## config.mk

```make
export PLATFORM = sky130hd
export DESIGN_NAME = capture_scheduler
export DESIGN_NICKNAME = d
export VERILOG_FILES = /design/src/rtl/capture_scheduler.sv
export SDC_FILE = /design/constraint.sdc
export NUM_CORES = 1
export LEC_CHECK = 0
export BUFFER_PORTS_ARGS = -buffer_cell sky130_fd_sc_hd__buf_2
export CAP_MARGIN = 20
export CORE_MARGIN = 2
export CORE_UTILIZATION = 50
export DETAILED_ROUTE_END_ITERATION = 8
export GPL_ROUTABILITY_DRIVEN = 0
export PLACE_DENSITY = 0.73
export SLEW_MARGIN = 20
export SYNTH_ARGS = -nofsm -noshare
export SYNTH_HDL_FRONTEND = slang
export SYNTH_SLANG_ARGS = --single-unit
```

## constraint.sdc

```tcl
create_clock -name clk -period 2.2 [get_ports clk]
set_input_delay 0.11 -clock clk [delete_from_list [all_inputs] [get_ports clk]]
set_output_delay 0.11 -clock clk [all_outputs]
set_load 0.02 [all_outputs]
```

## src/rtl/capture_scheduler.sv

```systemverilog
// capture_scheduler: collects sw/periodic triggers for two cameras and sequences captures
// through one shared slot with round-robin arbitration, timeout and timed cam reset.
module capture_scheduler #(
    parameter int PRESCALE       = 1000,
    parameter int TIMEOUT_CYCLES = 4000000,
    parameter int RST_CYCLES     = 16,
    parameter int GAP_CYCLES     = 8
) (
    input  logic        clk,
    input  logic        reset_n,
    input  logic        enable,
    input  logic [1:0]  cam_enable,
    input  logic [1:0]  sw_trigger,
    input  logic [15:0] period0,
    input  logic [15:0] period1,
    input  logic [1:0]  fifo_afull,
    input  logic [1:0]  frame_capture_done,
    input  logic        clear_err,
    output logic [1:0]  frame_capture_start,
    output logic [1:0]  cam_reset,
    output logic        busy,
    output logic        active_cam,
    output logic [1:0]  pending,
    output logic [1:0]  overrun,
    output logic [1:0]  timeout_err,
    output logic [15:0] frame_count0,
    output logic [15:0] frame_count1
);
    localparam int PW = $clog2(PRESCALE);
    localparam int CW = $clog2(TIMEOUT_CYCLES + RST_CYCLES + GAP_CYCLES + 1);

    typedef enum logic [2:0] {IDLE, START, WAIT, RESET, GAP} state_t;

    state_t             state;
    logic [PW-1:0]      pre;
    logic [CW-1:0]      cnt;
    logic               rr;
    logic               tick;
    logic               pick;
    logic [1:0]         on;
    logic [1:0]         periodic;
    logic [1:0]         req;
    logic [1:0]         clr;
    logic [1:0]         elig;
    logic [1:0][15:0]   period;

    assign period = {period1, period0};
    assign tick   = pre == PW'(PRESCALE - 1);
    assign on     = {2{enable}} & cam_enable;
    assign req    = (sw_trigger | periodic) & on;
    assign clr    = (state == START) ? (active_cam ? 2'b10 : 2'b01) : 2'b00;
    assign elig   = pending & ~fifo_afull;
    // rr holds the preferred camera for a tie; it flips away from whoever was just served
    assign pick   = (elig == 2'b11) ? rr : elig[1];

    always_ff @(posedge clk or negedge reset_n)
        if (!reset_n) pre <= '0;
        else pre <= tick ? '0 : pre + 1'b1;

    for (genvar i = 0; i < 2; i++) begin : g_per
        logic [15:0] pc;
        logic        on_p;
        assign on_p        = on[i] && period[i] != 16'd0;
        assign periodic[i] = on_p && tick && pc == period[i] - 16'd1;
        always_ff @(posedge clk or negedge reset_n)
            if (!reset_n) pc <= '0;
            else pc <= (!on_p || periodic[i]) ? '0 : pc + {15'd0, tick};
    end

    // a request landing in the START cycle re-arms pending without counting as an overrun
    always_ff @(posedge clk or negedge reset_n)
        if (!reset_n) begin
            pending <= '0;
            overrun <= '0;
        end else begin
            pending <= on & (req | (pending & ~clr));
            overrun <= (req & pending & ~clr) | (clear_err ? 2'b00 : overrun);
        end

    always_ff @(posedge clk or negedge reset_n)
        if (!reset_n) begin
            state               <= IDLE;
            cnt                 <= '0;
            rr                  <= 1'b0;
            active_cam          <= 1'b0;
            busy                <= 1'b0;
            frame_capture_start <= '0;
            cam_reset           <= '0;
            timeout_err         <= '0;
            frame_count0        <= '0;
            frame_count1        <= '0;
        end else begin
            timeout_err <= clear_err ? 2'b00 : timeout_err;
            case (state)
                IDLE: if (|elig) begin
                    active_cam          <= pick;
                    rr                  <= ~pick;
                    frame_capture_start <= pick ? 2'b10 : 2'b01;
                    busy                <= 1'b1;
                    state               <= START;
                end
                START: begin
                    frame_capture_start <= '0;
                    cnt                 <= '0;
                    state               <= WAIT;
                end
                WAIT: begin
                    cnt <= cnt + 1'b1;
                    if (frame_capture_done[active_cam]) begin
                        if (active_cam) frame_count1 <= frame_count1 + 16'd1;
                        else frame_count0 <= frame_count0 + 16'd1;
                        cnt   <= '0;
                        state <= GAP;
                    end else if (cnt == CW'(TIMEOUT_CYCLES - 1)) begin
                        timeout_err[active_cam] <= 1'b1;
                        cam_reset[active_cam]   <= 1'b1;
                        cnt                     <= '0;
                        state                   <= RESET;
                    end
                end
                RESET: if (cnt == CW'(RST_CYCLES - 1)) begin
                    cam_reset <= '0;
                    cnt       <= '0;
                    state     <= GAP;
                end else cnt <= cnt + 1'b1;
                GAP: if (cnt == CW'(GAP_CYCLES - 1)) begin
                    busy  <= 1'b0;
                    state <= IDLE;
                end else cnt <= cnt + 1'b1;
                default: state <= IDLE;
            endcase
        end
endmodule

```

==> results.sh, run 1 <==
export IMPL_post_synth_top_area_cell="dfrtp_1"
export IMPL_drc=0
export IMPL_vias=6217
export IMPL_nets=977
export IMPL_ctsRootBufferMaster="clkbuf_16"
export IMPL_io_pins=88
export IMPL_final_seq_area_sq_um=2800
export IMPL_cpPeakStageDelay_ns=0.44
export IMPL_hp_class="in -> reg"
export IMPL_fill_cells=1102
export IMPL_clock_sinks=112
export IMPL_synthTopCellsByArea="dfrtp_1 42%, xnor2_1 8.9%, xor2_1 6.4%"
export IMPL_overflow=0
export IMPL_final_util_pct=64.3
export IMPL_n_antenna_cell=0
export IMPL_path_clk_slew_ns=0.07
export IMPL_p_leak_nw=3.89
export IMPL_first_pass_iters=5
export IMPL_drive_gt1_share_pct=26.9
export IMPL_syn_inst=743
export IMPL_synth_area_sq_um=6670
export IMPL_final_min_clock_period_ns=2.31
export IMPL_cap_violations=0
export IMPL_clk_latency_ns=0.34
export IMPL_antenna_found_initial=0
export IMPL_start_util_pct=50.8
export IMPL_max_slew_worst_pin_slew_ns=0.758
export IMPL_path_cells="ha_2 > nand3b_1 > nor3_4 > buf_4 > buf_6 > o211ai_1 > or4_4 > nor4_4 > buf_12 > a31o_2"
export IMPL_fp_dieArea_sq_um=14300
export IMPL_wl_per_cell_microns=15.5
export IMPL_ys_seq_area_share_pct=42.0
export IMPL_max_slew_margin_rel_pct=49.4
export IMPL_syn_num_nets=799
export IMPL_end_kind="flip-flop"
export IMPL_routed_wl_microns=17000
export IMPL_dpl_hpwl_microns=12700
export IMPL_status="finished with violations"
export IMPL_syn_avg_cell_area_sq_um=8.98
export IMPL_worst_slack_ns=-0.109
export IMPL_critPathTopFamily="simple AND/OR/NAND/NOR gates"
export IMPL_yosysTopAreaCellShare_pct=42.0
export IMPL_path_class="reg -> reg"
export IMPL_grt_first_pass_wirelength_microns=28200
export IMPL_max_clock_freq_mhz=433
export IMPL_die_h_microns=120
export IMPL_clock_skew_ns=0.00445
export IMPL_path_buf_inv=3
export IMPL_setup_violations=18
export IMPL_rsz0062_at_grt="yes"
export IMPL_track_usage_pct=24.2
export IMPL_postRouteAntennaNets=0
export IMPL_synth_edf_count=0
export IMPL_yosysWarnings=0
export IMPL_portBuffers=87
export IMPL_peakVddDrop_v=0.000593
export IMPL_grt_pass1_vias=6109
export IMPL_arrival_ns=2.59
export IMPL_clockBufferDepth=2
export IMPL_hold_viol=0
export IMPL_startpoint_type="flip-flop"
export IMPL_pwr_density_cell_nw_per_um2=654
export IMPL_grt_max_degree=58
export IMPL_multi_input_area_sq_um=3830
export IMPL_slowest_stage="or4_4"
export IMPL_synthToLayoutAreaGrowth_pct=26.7
export IMPL_core_area_sq_um=13100
export IMPL_drtIter0Drc=541
export IMPL_viasPerCell=5.65
export IMPL_cts_tree="done"
export IMPL_violations="setup timing"
export IMPL_die_w_microns=120
export IMPL_report_final_slew_viol_count=0
export IMPL_num_rows=42
export IMPL_whs_ns=0.0461
export IMPL_worstPathRequired_ns=2.48
export IMPL_htreeDepth=3
export IMPL_period_share_pct=105
export IMPL_ys_flop_type="dfrtp_1"
export IMPL_crit_fanout=18
export IMPL_numCtsBuffers=9
export IMPL_synth_ff_latch_count=112
export IMPL_async_flop_share_pct=100
export IMPL_ys_types=57
[layout make-up]
type | count | area share [%]
Tap cell | 176 | 2.61
Timing Repair Buffer | 191 | 14.7
Clock buffer | 14 | 3.24
Multi-Input combinational cell | 587 | 45.4
Inverter | 20 | 0.888
Sequential cell | 112 | 33.2
[metrics by stage]
| step | total power [mW] | instances | TNS [ns] | setup WS, ns | instance area (sq um) |
|---|---|---|---|---|---|
| after floorplan | 3.27 | 743 | -2.58 | -0.188 | 6700 |
| after global placement | 3.91 | 1077 | -3.55 | -0.128 | 7960 |
| after detailed placement | 3.96 | 1077 | -4.76 | -0.183 | 7960 |
| after CTS | 5.50 | 1097 | -1.30 | -0.0954 | 8310 |
| after global routing | 5.81 | 1100 | -5.17 | -0.221 | 8450 |
| final | 5.52 | 1100 | -1.50 | -0.109 | 8450 |
[timing repair]
action,in CTS,in global routing
setup endpoints to repair,22,54
buffers inserted,4,3
gates resized for setup,5,29
hold endpoints to repair,54,0
cloned,0,0
hold buffers,2,0
pin swaps,7,11
[cells in the mapped netlist, types with 5 or more instances]
| cell type | number |
|---|---|
| a21o_1 | 5 |
| a21oi_1 | 37 |
| and2_1 | 9 |
| and3_1 | 20 |
| and4_1 | 5 |
| clkbuf_1 | 19 |
| dfrtp_1 | 112 |
| ha_1 | 12 |
| inv_1 | 20 |
| nand2_1 | 68 |
| nand2b_1 | 6 |
| nand3_1 | 44 |
| nand4_1 | 24 |
| nor2_1 | 79 |
| nor2b_1 | 5 |
| nor3_1 | 36 |
| nor3b_1 | 8 |
| nor4_1 | 17 |
| o21ai_0 | 18 |
| or3_1 | 9 |
| or4_1 | 8 |
| xnor2_1 | 68 |
| xor2_1 | 49 |
[state kept, by name, indices dropped and copies added, names as in the netlist]
name / flops
pre: 10
overrun: 2
busy: 1
frame_count0: 16
active_cam: 1
cnt: 22
cam_reset: 2
g_per.pc: 32
timeout_err: 2
rr: 1
frame_count1: 16
pending: 2
state: 3
frame_capture_start: 2
[metal layers]
layer,share of wire (%),GRT usage [%]
met5,0,0
met4,2.0,7.50
met3,4.7,4.56
met2,51,42.4
met1,43,30.3
[where the power goes]
part	switching (mW)	total, mW	internal [mW]
combinational	0.969	1.64	0.668
sequential	0.143	2.36	2.21
clock	0.679	1.53	0.850
[worst paths after layout]
kind | slack [ns] | cells after the start | endpoint | from
max in group asynchronous | 1.05 | 3 | frame_count0[9] | reset_n
worst max-delay path | -0.11 | 10 | overrun[0] | pre[0]
worst max register to register | -0.11 | 10 | overrun[0] | pre[0]
min in group asynchronous | 0.39 | 2 | g_per[1].pc[15] | reset_n
worst min register to register | 0.48 | 1 | timeout_err[0] | timeout_err[0]
worst min-delay path | 0.05 | 2 | pending[1] | cam_enable[1]
[cell families after synthesis]
family / after synthesis / synth area share, %
mux: 5 / 0.825
simple gates: 352 / 27.2
compound gates: 101 / 9.60
buf+inv: 44 / 2.79
xor+xnor: 117 / 15.4
fa+ha+maj: 12 / 2.25
flops: 112 / 42.0
[worst register-to-register path: stages, from the launching register on]
cell and delay [ns]:
dfrtp_1 0.36, ha_2 0.19, nand3b_1 0.13, nor3_4 0.22, buf_4 0.18, buf_6 0.10, o211ai_1 0.08, or4_4 0.44
nor4_4 0.20, buf_12 0.19, a31o_2 0.16
[cell usage in the layout (no fill, tap or decap), types with 3 or more instances in the layout]
cell type	n
ha_1	9
o22ai_1	4
nor3b_1	7
dfrtp_1	112
buf_2	86
nand2_1	68
a21oi_1	36
nor3_1	35
and3_1	17
nor2_2	5
a211oi_1	3
mux2_2	4
a31o_2	3
nor4_1	10
nor4_2	7
nor2_1	74
buf_4	100
nand4_1	24
and4_1	3
nand2b_1	6
clkbuf_8	3
xor2_1	49
and2_1	8
nand3b_1	3
o21ai_0	18
inv_1	20
clkbuf_16	9
a22oi_1	3
a211o_1	3
xnor2_1	68
o21bai_1	3
nor2b_1	5
nand3_1	42
a21o_1	5
and3_4	3
or3_1	9
or3b_2	3
or4_1	8
No activity file was read; power rests on OpenSTA's default activity.
==> run 2, diff against run 1 <==
CELL_PAD_IN_SITES_DETAIL_PLACEMENT = 0   (was not set)
CELL_PAD_IN_SITES_GLOBAL_PLACEMENT = 2   (was not set)
CORE_UTILIZATION = 32   (was 50)
PLACE_DENSITY = not set   (was 0.73)
PLACE_DENSITY_LB_ADDON = 0.1   (was not set)
SETUP_SLACK_MARGIN = 0.4   (was not set)
==> run 2 against run 1 <==
  * The run now ends clean
  * Worst setup slack better by 0.12 ns
  * Non-clock buffer count up 29
  * Global-route usage down 6.5 points
  * Clock skew up 0.0090 ns
==> results.sh, run 2 (synthesis gave the netlist of run 1 again) <==
export IMPL_pwr_density_cell_nw_per_um2=692
export IMPL_cpPeakStageDelay_ns=0.53
export IMPL_setup_violations=0
export IMPL_largest_reg_flops=32
export IMPL_hold_viol=0
export IMPL_routed_wl_microns=19200
export IMPL_top_register="g_per.pc"
export IMPL_fin_area_sq_um=9630
export IMPL_layout_common_cells="109 x dfrtp_1, 105 x buf_4, 86 x buf_2"
export IMPL_portBuffers=87
export IMPL_cap_violations=0
export IMPL_clock_sinks=112
export IMPL_startpoint_type="flip-flop"
export IMPL_max_clock_freq_mhz=457
export IMPL_pwr_share_seq_pct=35.5
export IMPL_clk_latency_ns=0.36
export IMPL_period_share_pct=99.4
export IMPL_max_slew_worst_pin_slew_ns=0.599
export IMPL_hp_class="in -> reg"
export IMPL_vias=6204
export IMPL_total_power_mw=6.67
export IMPL_grt_max_degree=43
export IMPL_start_util_pct=32.8
export IMPL_final_cell_count_no_fill=1225
export IMPL_path_class="reg -> reg"
export IMPL_numCtsBuffers=9
export IMPL_ctsRootBufferMaster="clkbuf_16"
export IMPL_path_cells="xor2_1 > a222oi_1 > nand3_1 > or4_4 > nor4_4 > buf_12 > a31o_2"
export IMPL_peakVddDrop_v=0.000722
export IMPL_dp_cells=1167
export IMPL_die_w_microns=148
export IMPL_cell_internal_pwr_mw=4.22
export IMPL_max_slew_margin_rel_pct=60.1
export IMPL_final_util_pct=47.3
export IMPL_rsz0062_at_grt="yes"
export IMPL_clockPowerShare_pct=25.6
export IMPL_end_kind="flip-flop"
export IMPL_first_pass_iters=4
export IMPL_p_leak_nw=4.23
export IMPL_path_clk_slew_ns=0.08
export IMPL_overflow=0
export IMPL_path_buf_inv=1
export IMPL_finalSetupTns_ns=0
export IMPL_dpl_worst_slack_ns=-0.196
export IMPL_synthToLayoutAreaGrowth_pct=44.4
export IMPL_wl_per_cell_microns=15.7
export IMPL_io_pins=88
export IMPL_clockBufferDepth=2
export IMPL_crit_fanout=18
export IMPL_arrival_ns=2.49
export IMPL_nets=1006
export IMPL_clock_skew_ns=0.0135
export IMPL_track_usage_pct=17.7
export IMPL_core_area_sq_um=20400
export IMPL_status="completed"
export IMPL_worst_slack_ns=0.0138
export IMPL_num_rows=52
export IMPL_cts_tree="done"
export IMPL_drive_gt1_share_pct=37.2
export IMPL_drtIter0Drc=276
export IMPL_n_antenna_cell=0
export IMPL_drc=0
export IMPL_whs_ns=0.0171
export IMPL_report_final_slew_viol_count=0
export IMPL_grt_first_pass_wirelength_microns=31600
export IMPL_dpl_hpwl_microns=14000
export IMPL_die_h_microns=148
export IMPL_final_min_clock_period_ns=2.19
export IMPL_fp_dieArea_sq_um=22000
export IMPL_final_common_cell="dfrtp_1"
export IMPL_worstPathRequired_ns=2.50
export IMPL_viasPerCell=5.06
export IMPL_critPathTopFamily="simple AND/OR/NAND/NOR gates"
export IMPL_slowest_stage="or4_4"
export IMPL_reg_largest_list="g_per.pc: 32 flops, cnt: 22 flops"
export IMPL_switchingPower_mw=2.44
export IMPL_placed_cell_area_sq_um=8300
export IMPL_postRouteAntennaNets=0
export IMPL_antenna_found_initial=0
export IMPL_comb_power_share_pct=38.9
export IMPL_swShare_pct=36.7
export IMPL_grt_pass1_vias=6294
export IMPL_htreeDepth=3
[run 2: changes by cell type in the layout (fill, tap and decap cells not counted), sizes merged]
cell,delta
inv,+4
dlygate4sd3,+1
buf,+28
clkinv,+3
clkbuf,-5
[run 2: path summary, 6_finish.rpt]
kind	start	to	slack, ns	depth (start not counted)
setup / recovery	g_per[0].pc[8]	overrun[0]	0.01	7
min in group asynchronous	reset_n	g_per[0].pc[11]	0.30	2
hold / removal	enable	pending[1]	0.02	2
hold reg to reg	frame_count1[15]	frame_count1[15]	0.47	1
max in group asynchronous	reset_n	cnt[7]	1.23	3
setup reg to reg	g_per[0].pc[8]	overrun[0]	0.01	7
[run 2: final cells by class]
cell class / count / area [sq um]
Clock buffer: 9 / 225
Clock inverter: 7 / 83.8
Fill cell: 1981 / 10700
Inverter: 20 / 75.1
Multi-Input combinational cell: 587 / 4440
Sequential cell: 112 / 2810
Tap cell: 270 / 338
Timing Repair Buffer: 220 / 1670
[run 2: power by group through the flow]
stage | combinational (mW) | clock [mW] | sequential (mW)
finish | 2.59 | 1.71 | 2.37
global route | 2.80 | 1.84 | 2.39
CTS | 2.42 | 1.78 | 2.37
detailed placement | 1.69 | 0 | 2.41
global placement | 1.67 | 0 | 2.40
floorplan | 0.965 | 0 | 2.49
[run 2: routing by layer]
metal / wire, microns / GRT usage [%]
met1: 9000 / 23.9
met2: 9190 / 29.4
met3: 750 / 2.94
met4: 269 / 5.19
met5: 0 / 0
[run 2: timing repair]
item,in CTS,in global routing
hold buffers,3,0
buffers inserted,29,6
endpoints found under the setup margin,73,80
pin swaps,39,24
resized for setup,95,44
hold endpoints to repair,39,0
cloned,4,0
==> run 3, diff against run 2 <==
CELL_PAD_IN_SITES_DETAIL_PLACEMENT = 1   (was 0)
==> run 3 against run 2 <==
  * The run now ends with setup timing left
  * Critical path depth rose by 5
  * Sequential cell count did not move
  * Register-to-register slack got worse by 0.07 ns
  * Non-clock buffer count rose by 4
  * First-iteration DRC count fell by 11%
  * Power rose by 3.4%
  * Clock power rose by 6%
  * Global-route usage rose by 1.5 points
  * Die area did not move
==> results.sh, run 3 (synthesis gave the netlist of run 1 again) <==
export IMPL_layout_common_cells="108 x dfrtp_1, 103 x buf_4, 86 x buf_2"
export IMPL_crit_fanout=5
export IMPL_arrival_ns=2.49
export IMPL_p_leak_nw=4.25
export IMPL_top_layer="met4"
export IMPL_max_clock_freq_mhz=444
export IMPL_postRouteAntennaNets=0
export IMPL_clock_sinks=112
export IMPL_wl_met3_microns=687
export IMPL_path_class="reg -> reg"
export IMPL_violations="setup timing"
export IMPL_largest_reg_flops=32
export IMPL_cpPeakStageDelay_ns=0.36
export IMPL_final_util_pct=47.9
export IMPL_finalSetupTns_ns=-0.599
export IMPL_vias=6283
export IMPL_path_clk_slew_ns=0.09
export IMPL_setup_violations=26
export IMPL_hold_viol=0
export IMPL_cap_violations=0
export IMPL_pwr_density_cell_nw_per_um2=706
export IMPL_nets=1010
export IMPL_r2r_start="pre[1]"
export IMPL_clk_latency_ns=0.37
export IMPL_core_area_sq_um=20400
export IMPL_synthToLayoutAreaGrowth_pct=46.2
export IMPL_max_slew_margin_rel_pct=60.1
export IMPL_die_h_microns=148
export IMPL_max_slew_worst_pin_slew_ns=0.599
export IMPL_start_util_pct=32.8
export IMPL_drive_gt1_share_pct=38.5
export IMPL_first_pass_iters=4
export IMPL_drc=0
export IMPL_slowest_stage="dfrtp_1"
export IMPL_clockBufferDepth=2
export IMPL_ctsRootBufferMaster="clkbuf_16"
export IMPL_final_seq_area_sq_um=2810
export IMPL_hp_start="sw_trigger[1]"
export IMPL_top_register="g_per.pc"
export IMPL_wl_per_cell_microns=17.3
export IMPL_hp_class="in -> reg"
export IMPL_worstPathRequired_ns=2.44
export IMPL_drtIter0Drc=245
export IMPL_die_w_microns=148
export IMPL_fill_cells=2326
export IMPL_dp_cells=1167
export IMPL_numCtsBuffers=9
export IMPL_status="finished with violations"
export IMPL_startpoint="pre[1]"
export IMPL_final_cell_count_no_fill=1229
export IMPL_htreeDepth=3
export IMPL_worst_slack_ns=-0.0521
export IMPL_period_share_pct=102
export IMPL_rsz0062_at_grt="yes"
export IMPL_io_pins=88
export IMPL_end_kind="flip-flop"
export IMPL_viasPerCell=5.11
export IMPL_fp_dieArea_sq_um=22000
export IMPL_cts_tree="done"
export IMPL_clock_skew_ns=0.0177
export IMPL_startpoint_type="flip-flop"
export IMPL_antenna_found_initial=0
export IMPL_grt_first_pass_wirelength_microns=34100
export IMPL_dpl_hpwl_microns=15200
export IMPL_peakVddDrop_v=0.000737
export IMPL_portBuffers=87
export IMPL_dr_wl_met2_microns=10500
export IMPL_track_usage_pct=19.2
export IMPL_path_cells="ha_2 > nand3b_1 > nor3_4 > buf_6 > buf_6 > nand4_1 > nor4_2 > and4_4 > buf_12 > buf_12 > buf_16 > nor3_2"
export IMPL_report_final_slew_viol_count=0
export IMPL_overflow=0
export IMPL_multi_input_area_sq_um=4470
export IMPL_reg_largest_list="g_per.pc: 32 flops, cnt: 22 flops"
export IMPL_path_buf_inv=5
export IMPL_grt_max_degree=43
export IMPL_final_common_cell="dfrtp_1"
export IMPL_grt_pass1_vias=6643
export IMPL_critPathTopFamily="simple AND/OR/NAND/NOR gates"
export IMPL_n_antenna_cell=0
export IMPL_final_min_clock_period_ns=2.25
export IMPL_met1Wirelength_microns=9800
export IMPL_num_rows=52
export IMPL_routed_wl_microns=21300
run 3: cell count changes in the layout (fill, tap and decap cells not counted), moves of 3 or more:
cell     before  now
a21oi_1      34   31
nor3_4       10    4
buf_6        15   18
nor3_2        6   15
nor3_1       21   18
run 3: report_power, final:
| group | leakage [nW] | switching, mW | internal (mW) |
|---|---|---|---|
| registers | 1.52 | 0.158 | 2.21 |
| clock network | 0.161 | 0.888 | 0.931 |
| logic | 2.57 | 1.50 | 1.20 |
run 3: area by class of cell:
type	instances	share of cell area, %
sequential	112	28.8
timing repair buffer	224	17.8
clock buffer	9	2.31
tap	270	3.46
multi-input combinational	587	45.8
inverter	20	0.769
clock inverter	7	1.10
run 3: timing repair:
action                                  4_1_cts  5_1_grt
buffers inserted                             25       13
hold endpoints to repair                     39        0
resized for setup                           105       48
pin swaps                                    40       41
endpoints found under the setup margin       74       82
hold buffers                                  4        0
gates cloned                                  3        1
run 3: path summary, 6_finish.rpt:
path                                          to  slack (ns)  cells after the start
worst min register to register  frame_count1[15]        0.47                      1
worst max-delay path              g_per[1].pc[7]       -0.05                     12
worst min-delay path                  pending[1]        0.04                      2
max in group asynchronous                 cnt[6]        1.24                      3
min in group asynchronous        g_per[0].pc[11]        0.29                      2
worst max register to register    g_per[1].pc[7]       -0.05                     12
run 3: per-layer routing:
metal	GRT usage [%]	up-vias
met5	0	-
met4	5.10	0
met3	2.61	18
met2	32.4	91
met1	26.1	3139
li1	-	3035
run 3: per-stage QoR:
stage                     power (mW)  hold slack, ns  worst slack [ns]  cell area (sq um)
final                           6.89          0.0365           -0.0521               9760
after global routing            7.26          0.0352            -0.184               9760
after CTS                       6.55          0.0220           -0.0292               9410
after detailed placement        4.11           0.150            -0.234               8300
after global placement          4.07           0.150            -0.205               8300
after floorplan                 3.45          -0.186            -0.188               6970
